### config.mk
export PLATFORM = sky130hd
export DESIGN_NAME = key_cmd_ctrl_flat
export DESIGN_NICKNAME = d
export VERILOG_FILES = /design/src/rtl/key_cmd_ctrl_if.sv /design/src/rtl/key_cmd_ctrl.sv /design/src/flat_wrapper.sv
export SDC_FILE = /design/constraint.sdc
export NUM_CORES = 1
export LEC_CHECK = 0
export BUFFER_PORTS_ARGS = -buffer_cell sky130_fd_sc_hd__buf_4
export CORE_ASPECT_RATIO = 0.9
export CORE_MARGIN = 5
export CORE_UTILIZATION = 59
export DETAILED_ROUTE_END_ITERATION = 10
export PLACE_DENSITY = 0.81
export SLEW_MARGIN = 30
export SYNTH_ARGS = -nofsm -noshare
export SYNTH_HDL_FRONTEND = slang
export SYNTH_SLANG_ARGS = --single-unit
export TNS_END_PERCENT = 20
### constraint.sdc
create_clock -name clk -period 3.3 [get_ports clk]
set_input_delay 0.495 -clock clk [delete_from_list [all_inputs] [get_ports clk]]
set_output_delay 0.495 -clock clk [all_outputs]
set_load 0.02 [all_outputs]
### src/rtl/key_cmd_ctrl_if.sv
// rtl/key_cmd_ctrl_if.sv - scan-code input and command/cursor output bundle for key_cmd_ctrl
// master drives scan-code bytes; slave (the controller) drives commands and cursor.
interface key_cmd_ctrl_if;
  logic       key_valid;
  logic [7:0] key_code;
  logic [7:0] envo_ctrl_cmd;
  logic       mode;
  logic [7:0] cur_x;
  logic [7:0] cur_y;

  modport master (
    output key_valid,
    output key_code,
    input  envo_ctrl_cmd,
    input  mode,
    input  cur_x,
    input  cur_y
  );

  modport slave (
    input  key_valid,
    input  key_code,
    output envo_ctrl_cmd,
    output mode,
    output cur_x,
    output cur_y
  );
endinterface

### src/rtl/key_cmd_ctrl.sv
// rtl/key_cmd_ctrl.sv - PS/2 set-2 parser driving cursor, run/edit mode and one-hot command pulses
// Optional build macro CURSOR_FAST_EN: shift (12/59) held makes cursor moves step 8 cells.
module key_cmd_ctrl #(
  parameter int GRID_W         = 64,
  parameter int GRID_H         = 64,
  parameter int PREFIX_TIMEOUT = 1000000
) (
  input  logic            clk,
  input  logic            rst,
  key_cmd_ctrl_if.slave   bus
);

  localparam logic [1:0] ST_IDLE    = 2'd0;
  localparam logic [1:0] ST_EXT     = 2'd1;
  localparam logic [1:0] ST_BRK     = 2'd2;
  localparam logic [1:0] ST_EXT_BRK = 2'd3;

  localparam int          CW       = (PREFIX_TIMEOUT > 2) ? $clog2(PREFIX_TIMEOUT) : 1;
  localparam logic [CW-1:0] CNT_LAST = CW'(PREFIX_TIMEOUT - 1);
  localparam logic [8:0]  GW       = 9'(GRID_W);
  localparam logic [8:0]  GH       = 9'(GRID_H);

  logic [1:0]    state_q, state_d;
  logic [CW-1:0] cnt_q, cnt_d;
  logic [7:0]    cmd_q, cmd_d;
  logic          mode_q, mode_d;
  logic [7:0]    cx_q, cx_d;
  logic [7:0]    cy_q, cy_d;
  logic [8:0]    step_x, step_y;

  logic       make;
  logic       ext;
  logic [7:0] cmd_raw;

`ifdef CURSOR_FAST_EN
  localparam logic [8:0] FAST_X = 9'(8 % GRID_W);
  localparam logic [8:0] FAST_Y = 9'(8 % GRID_H);
  logic shift_q, shift_d;
  assign step_x = shift_q ? FAST_X : 9'd1;
  assign step_y = shift_q ? FAST_Y : 9'd1;
`else
  assign step_x = 9'd1;
  assign step_y = 9'd1;
`endif

  // step is always below n, so a single conditional subtract wraps correctly
  function automatic logic [7:0] wrap_inc(input logic [7:0] v, input logic [8:0] step,
                                          input logic [8:0] n);
    logic [8:0] s;
    s = {1'b0, v} + step;
    if (s >= n) s = s - n;
    return s[7:0];
  endfunction

  function automatic logic [7:0] wrap_dec(input logic [7:0] v, input logic [8:0] step,
                                          input logic [8:0] n);
    logic [8:0] s;
    s = {1'b0, v} + n - step;
    if (s >= n) s = s - n;
    return s[7:0];
  endfunction

  always_comb begin
    state_d = state_q;
    cnt_d   = cnt_q;
    mode_d  = mode_q;
    cx_d    = cx_q;
    cy_d    = cy_q;
    cmd_raw = '0;
    make    = 1'b0;
    ext     = 1'b0;
`ifdef CURSOR_FAST_EN
    shift_d = shift_q;
`endif

    if (bus.key_valid) begin
      cnt_d = '0;
      case (state_q)
        ST_IDLE: begin
          if (bus.key_code == 8'hE0)      state_d = ST_EXT;
          else if (bus.key_code == 8'hF0) state_d = ST_BRK;
          else                            make = 1'b1;
        end
        ST_EXT: begin
          if (bus.key_code == 8'hF0) state_d = ST_EXT_BRK;
          else if (bus.key_code != 8'hE0) begin
            make    = 1'b1;
            ext     = 1'b1;
            state_d = ST_IDLE;
          end
        end
        ST_BRK: begin
`ifdef CURSOR_FAST_EN
          if (bus.key_code == 8'h12 || bus.key_code == 8'h59) shift_d = 1'b0;
`endif
          state_d = ST_IDLE;
        end
        default: state_d = ST_IDLE;
      endcase
    end else if (state_q != ST_IDLE) begin
      // an abandoned prefix must not swallow the next unrelated byte
      if (cnt_q == CNT_LAST) begin
        state_d = ST_IDLE;
        cnt_d   = '0;
      end else begin
        cnt_d = cnt_q + CW'(1);
      end
    end

    if (make) begin
      case ({ext, bus.key_code})
        9'h01D, 9'h175: cy_d = wrap_dec(cy_q, step_y, GH);
        9'h01B, 9'h172: cy_d = wrap_inc(cy_q, step_y, GH);
        9'h01C, 9'h16B: cx_d = wrap_dec(cx_q, step_x, GW);
        9'h023, 9'h174: cx_d = wrap_inc(cx_q, step_x, GW);
        9'h029: cmd_raw = 8'h01;
        9'h024: cmd_raw = 8'h02;
        9'h022: cmd_raw = 8'h04;
        9'h031: cmd_raw = 8'h08;
        9'h02D: cmd_raw = 8'h10;
        9'h021: cmd_raw = 8'h20;
        9'h05A: cmd_raw = 8'h40;
        9'h04D: cmd_raw = 8'h80;
`ifdef CURSOR_FAST_EN
        9'h012, 9'h059: shift_d = 1'b1;
`endif
        default: ;
      endcase
    end

    // run mode keeps only clear and run/pause
    cmd_d = mode_q ? (cmd_raw & 8'h60) : cmd_raw;
    if (cmd_d[6]) mode_d = ~mode_q;
  end

  always_ff @(posedge clk) begin
    if (rst) begin
      state_q <= ST_IDLE;
      cnt_q   <= '0;
      cmd_q   <= '0;
      mode_q  <= 1'b0;
      cx_q    <= '0;
      cy_q    <= '0;
`ifdef CURSOR_FAST_EN
      shift_q <= 1'b0;
`endif
    end else begin
      state_q <= state_d;
      cnt_q   <= cnt_d;
      cmd_q   <= cmd_d;
      mode_q  <= mode_d;
      cx_q    <= cx_d;
      cy_q    <= cy_d;
`ifdef CURSOR_FAST_EN
      shift_q <= shift_d;
`endif
    end
  end

  assign bus.envo_ctrl_cmd = cmd_q;
  assign bus.mode          = mode_q;
  assign bus.cur_x         = cx_q;
  assign bus.cur_y         = cy_q;

endmodule

### src/flat_wrapper.sv
// flat-port wrapper written by rule: the top's interface ports become plain ports
module key_cmd_ctrl_flat 
#(
  parameter int GRID_W         = 64,
  parameter int GRID_H         = 64,
  parameter int PREFIX_TIMEOUT = 1000000
)
  (clk, rst, bus_key_valid, bus_key_code, bus_envo_ctrl_cmd, bus_mode, bus_cur_x, bus_cur_y);
  key_cmd_ctrl_if bus_i ();
  input  logic clk;
  input  logic rst;
  input wire logic [$bits(bus_i.key_valid)-1:0] bus_key_valid;
  input wire logic [$bits(bus_i.key_code)-1:0] bus_key_code;
  output wire logic [$bits(bus_i.envo_ctrl_cmd)-1:0] bus_envo_ctrl_cmd;
  output wire logic [$bits(bus_i.mode)-1:0] bus_mode;
  output wire logic [$bits(bus_i.cur_x)-1:0] bus_cur_x;
  output wire logic [$bits(bus_i.cur_y)-1:0] bus_cur_y;
  assign bus_i.key_valid = bus_key_valid;
  assign bus_i.key_code = bus_key_code;
  assign bus_envo_ctrl_cmd = bus_i.envo_ctrl_cmd;
  assign bus_mode = bus_i.mode;
  assign bus_cur_x = bus_i.cur_x;
  assign bus_cur_y = bus_i.cur_y;
  key_cmd_ctrl #(.GRID_W(GRID_W), .GRID_H(GRID_H), .PREFIX_TIMEOUT(PREFIX_TIMEOUT)) u_core (.clk(clk), .rst(rst), .bus(bus_i));
endmodule
==> reports/results.tsv <==
metric	value	unit
start_util	62.0	%
yosys.area_share.simple	30.0	%
worst_slew_pin_slew	0.619	ns
grt_pass1_vias	2517	
io-pin-count	36	
period_needed	2.66	ns
gr-usage-all-layers	20.5	%
grt_max_degree	22	
dieArea	6750	µm²
num_vias	2729	
ant_nets	0	
synth_compound_area_share	14.5	%
drt_wl_total	6680	µm
cts_num_sinks	47	
synth_edf_count	0	
worstPathMaxFanout	15	
hold_viol_final	0	
hold_buffers	0	
crit_type	flop to flop	
synth_nets	400	
min_from	bus_key_code[2]	
endpoint_kind	flop	
grt-ovfl-total	0	
fp.dieW	86.0	µm
cts-resized-gates	0	
post_cts_buffers	0	
fin_crit_sh	80.6	%
yosys.area_share.xor_xnor	11.1	%
holdPathEnd	u_core.bus.envo_ctrl_cmd[0]$_SDFF_PP0_	
combPwrFrac	6.1	%
first_pass_iters	4	
clk-insertion-delay-late	0.31	ns
power_per_cell_area	309	nW/µm²
min_path_cells	2	
core.rowCount	24	
arrival	2.86	ns
yosysWarningCount	0	
grt_pass1_wl	11500	µm
seq_power_share	54.1	%
final_cells	458	
swShare	22.8	%
drt_iter0_drc	166	
die_h	78.4	µm
layout-drive-gt1-share	14.5	%
wl_per_cell	14.6	µm
dpl.cell_count	451	
synth_top_family_by_area	simple AND/OR/NAND/NOR gates	
r2r_end	u_core.bus.cur_x[7]$_SDFFE_PP0P_	
hold_path_class	primary input to flop	
synth-seq-area-share	30.6	%
area_growth	11.1	%
power.leakage	0.00127	µW
vias_per_cell	5.96	
path_clk_slew	0.09	ns
fin_setup_tns	0	ns
drc	0	
rrSetupSlack	0.64	ns
antenna_found_initial	0	
slew_viol_final	0	
final_net_count	417	
gp_congestion	0.906	
max_slew_margin	58.6	%
setup_viol	0	
drv_cap	0	
async_flop_share	0	%
clk_path_buf_depth	2	
core	4950	µm²
buffer_ports.inserted	35	
clock-skew-final	0.00703	ns
rsz0062_at_grt	no	
p_int	814	µW
n_antenna_cell	0	
ys.flop_type	dfxtp_1	
cts_tree	done	
netlist_area	3070	µm²
muxShareOfSynthArea	2.69	%
synth_adder_area_share	5.30	%
r2r_start	u_core.bus.cur_x[2]$_SDFFE_PP0P_	
required	3.50	ns
grtUsageMet1	28.7	%
p_switching	240	µW
synth_area_per_cell	8.17	µm²
cts_max_level	2	
irDropWorstVdd	226	µV
synth_cell_types	68	
dpl.hpwl	4750	µm
cts-buffers-inserted	5	
crit_path_start_kind	flop	
fmax	376	MHz
root_buffer	clkbuf_8	
synth_cells	376	
reg2regPathDepth	9	
clockPowerShare	39.8	%
status	finished clean	
grt-busiest-layer	met2	
use_met2	32.4	%
use_met3	3.35	%
synth_seq_cells	47	
## registers in the layout, summed over array words and instances, names as in the netlist
signal	flops
u_core.cnt_q	20
u_core.bus.cur_x	8
u_core.bus.cur_y	8
u_core.bus.envo_ctrl_cmd	8
u_core.state_q	2
u_core.bus.mode	1
## layer usage
layer,vias to the layer above,wire length (µm)
met3,7,385
met4,0,68
met5,-,0
li1,1364,-
met1,1272,3230
met2,86,2990
## critical path: stages (launching register included)
cell and delay, ns:
dfxtp_1 0.63, nand3_1 0.20, nor3_1 0.37, xnor2_1 0.12, ha_1 0.18, and2_0 0.15, a311oi_1 0.30, nand2b_1 0.09
and3_1 0.18, o311a_1 0.32
## metrics by stage
stage	hold WS [ns]	utilization [%]	power, µW	setup slack, ns	instance area [µm²]
floorplan	0.449	-	620	0.789	3070
global placement	0.464	66.8	646	0.702	3310
detailed placement	0.474	66.8	647	0.699	3310
CTS	0.404	68.8	1060	0.660	3410
global route	0.409	68.8	1090	0.408	3410
finish	0.413	68.8	1050	0.639	3410
## layout by cell type, fill, tap and decap left out, drive strengths merged, types with 3 or more instances in the layout
cell,netlist,final
ha,13,13
nor3,16,16
and3,7,7
mux2i,3,3
dfxtp,47,47
nand4,8,8
a211oi,4,4
or3,6,6
a21oi,10,10
o21ai,11,11
inv,15,15
mux2,4,4
nand3,16,16
nor2b,3,3
nand2,16,16
clkbuf,16,6
or2,4,4
a31oi,3,3
nor4b,4,4
xnor2,27,27
nand3b,3,3
nand2b,6,6
nor2,59,59
xor2,12,12
nor4bb,3,3
a31o,4,4
buf,11,37
o211ai,5,5
nor4,8,8
## area by class of cell
class,count,area [µm²]
clock buffers,6,72.6
clock inverters,1,30.0
fillers,422,1540
inverters,15,56.3
multi-input cells,287,1950
flip-flops and latches,47,941
well taps,65,81.3
repair buffers,37,278
## worst max path at each step
stage	slack, ns	cells past startpoint	startpoint	endpoint
after floorplan	0.79	10	u_core.bus.cur_x[3]$_SDFFE_PP0P_	u_core.bus.cur_x[7]$_SDFFE_PP0P_
after global placement	0.70	7	bus_key_code[2]	u_core.bus.cur_y[4]$_SDFFE_PP0P_
after detailed placement	0.70	7	bus_key_code[2]	u_core.bus.cur_y[4]$_SDFFE_PP0P_
after CTS	0.66	9	u_core.bus.cur_x[2]$_SDFFE_PP0P_	u_core.bus.cur_x[7]$_SDFFE_PP0P_
after global routing	0.41	9	u_core.bus.cur_x[2]$_SDFFE_PP0P_	u_core.bus.cur_x[7]$_SDFFE_PP0P_
final	0.64	9	u_core.bus.cur_x[2]$_SDFFE_PP0P_	u_core.bus.cur_x[7]$_SDFFE_PP0P_
## cells by family after synthesis
group / count (synthesis)
xor gates and xnor gates: 39
buffers and inverters: 42
AOI/OAI and AO/OA: 58
muxes: 7
DFF: 47
and+or+nand+nor: 170
adders and majority gates: 13
## power groups by stage
stage                     combinational (µW)  clock [µW]  sequential [µW]
after detailed placement                63.4           0              583
after global routing                    69.8         454              571
after CTS                               63.9         428              570
final                                   64.6         419              570
after global placement                  62.3           0              583
after floorplan                         37.3           0              583
## cells in the mapped netlist, types with 8 or more instances
library cell | instances | area share, %
nor2_1 | 58 | 7.1
dfxtp_1 | 47 | 31
xnor2_1 | 27 | 7.7
clkbuf_1 | 16 | 2.0
nand2_1 | 16 | 2.0
nand3_1 | 16 | 2.6
nor3_1 | 16 | 2.6
inv_1 | 15 | 1.8
ha_1 | 13 | 5.3
xor2_1 | 12 | 3.4
a21oi_1 | 9 | 1.5
o21ai_0 | 9 | 1.5
nand4_1 | 8 | 1.6
Note: power is estimated with default switching activity, not from simulation.
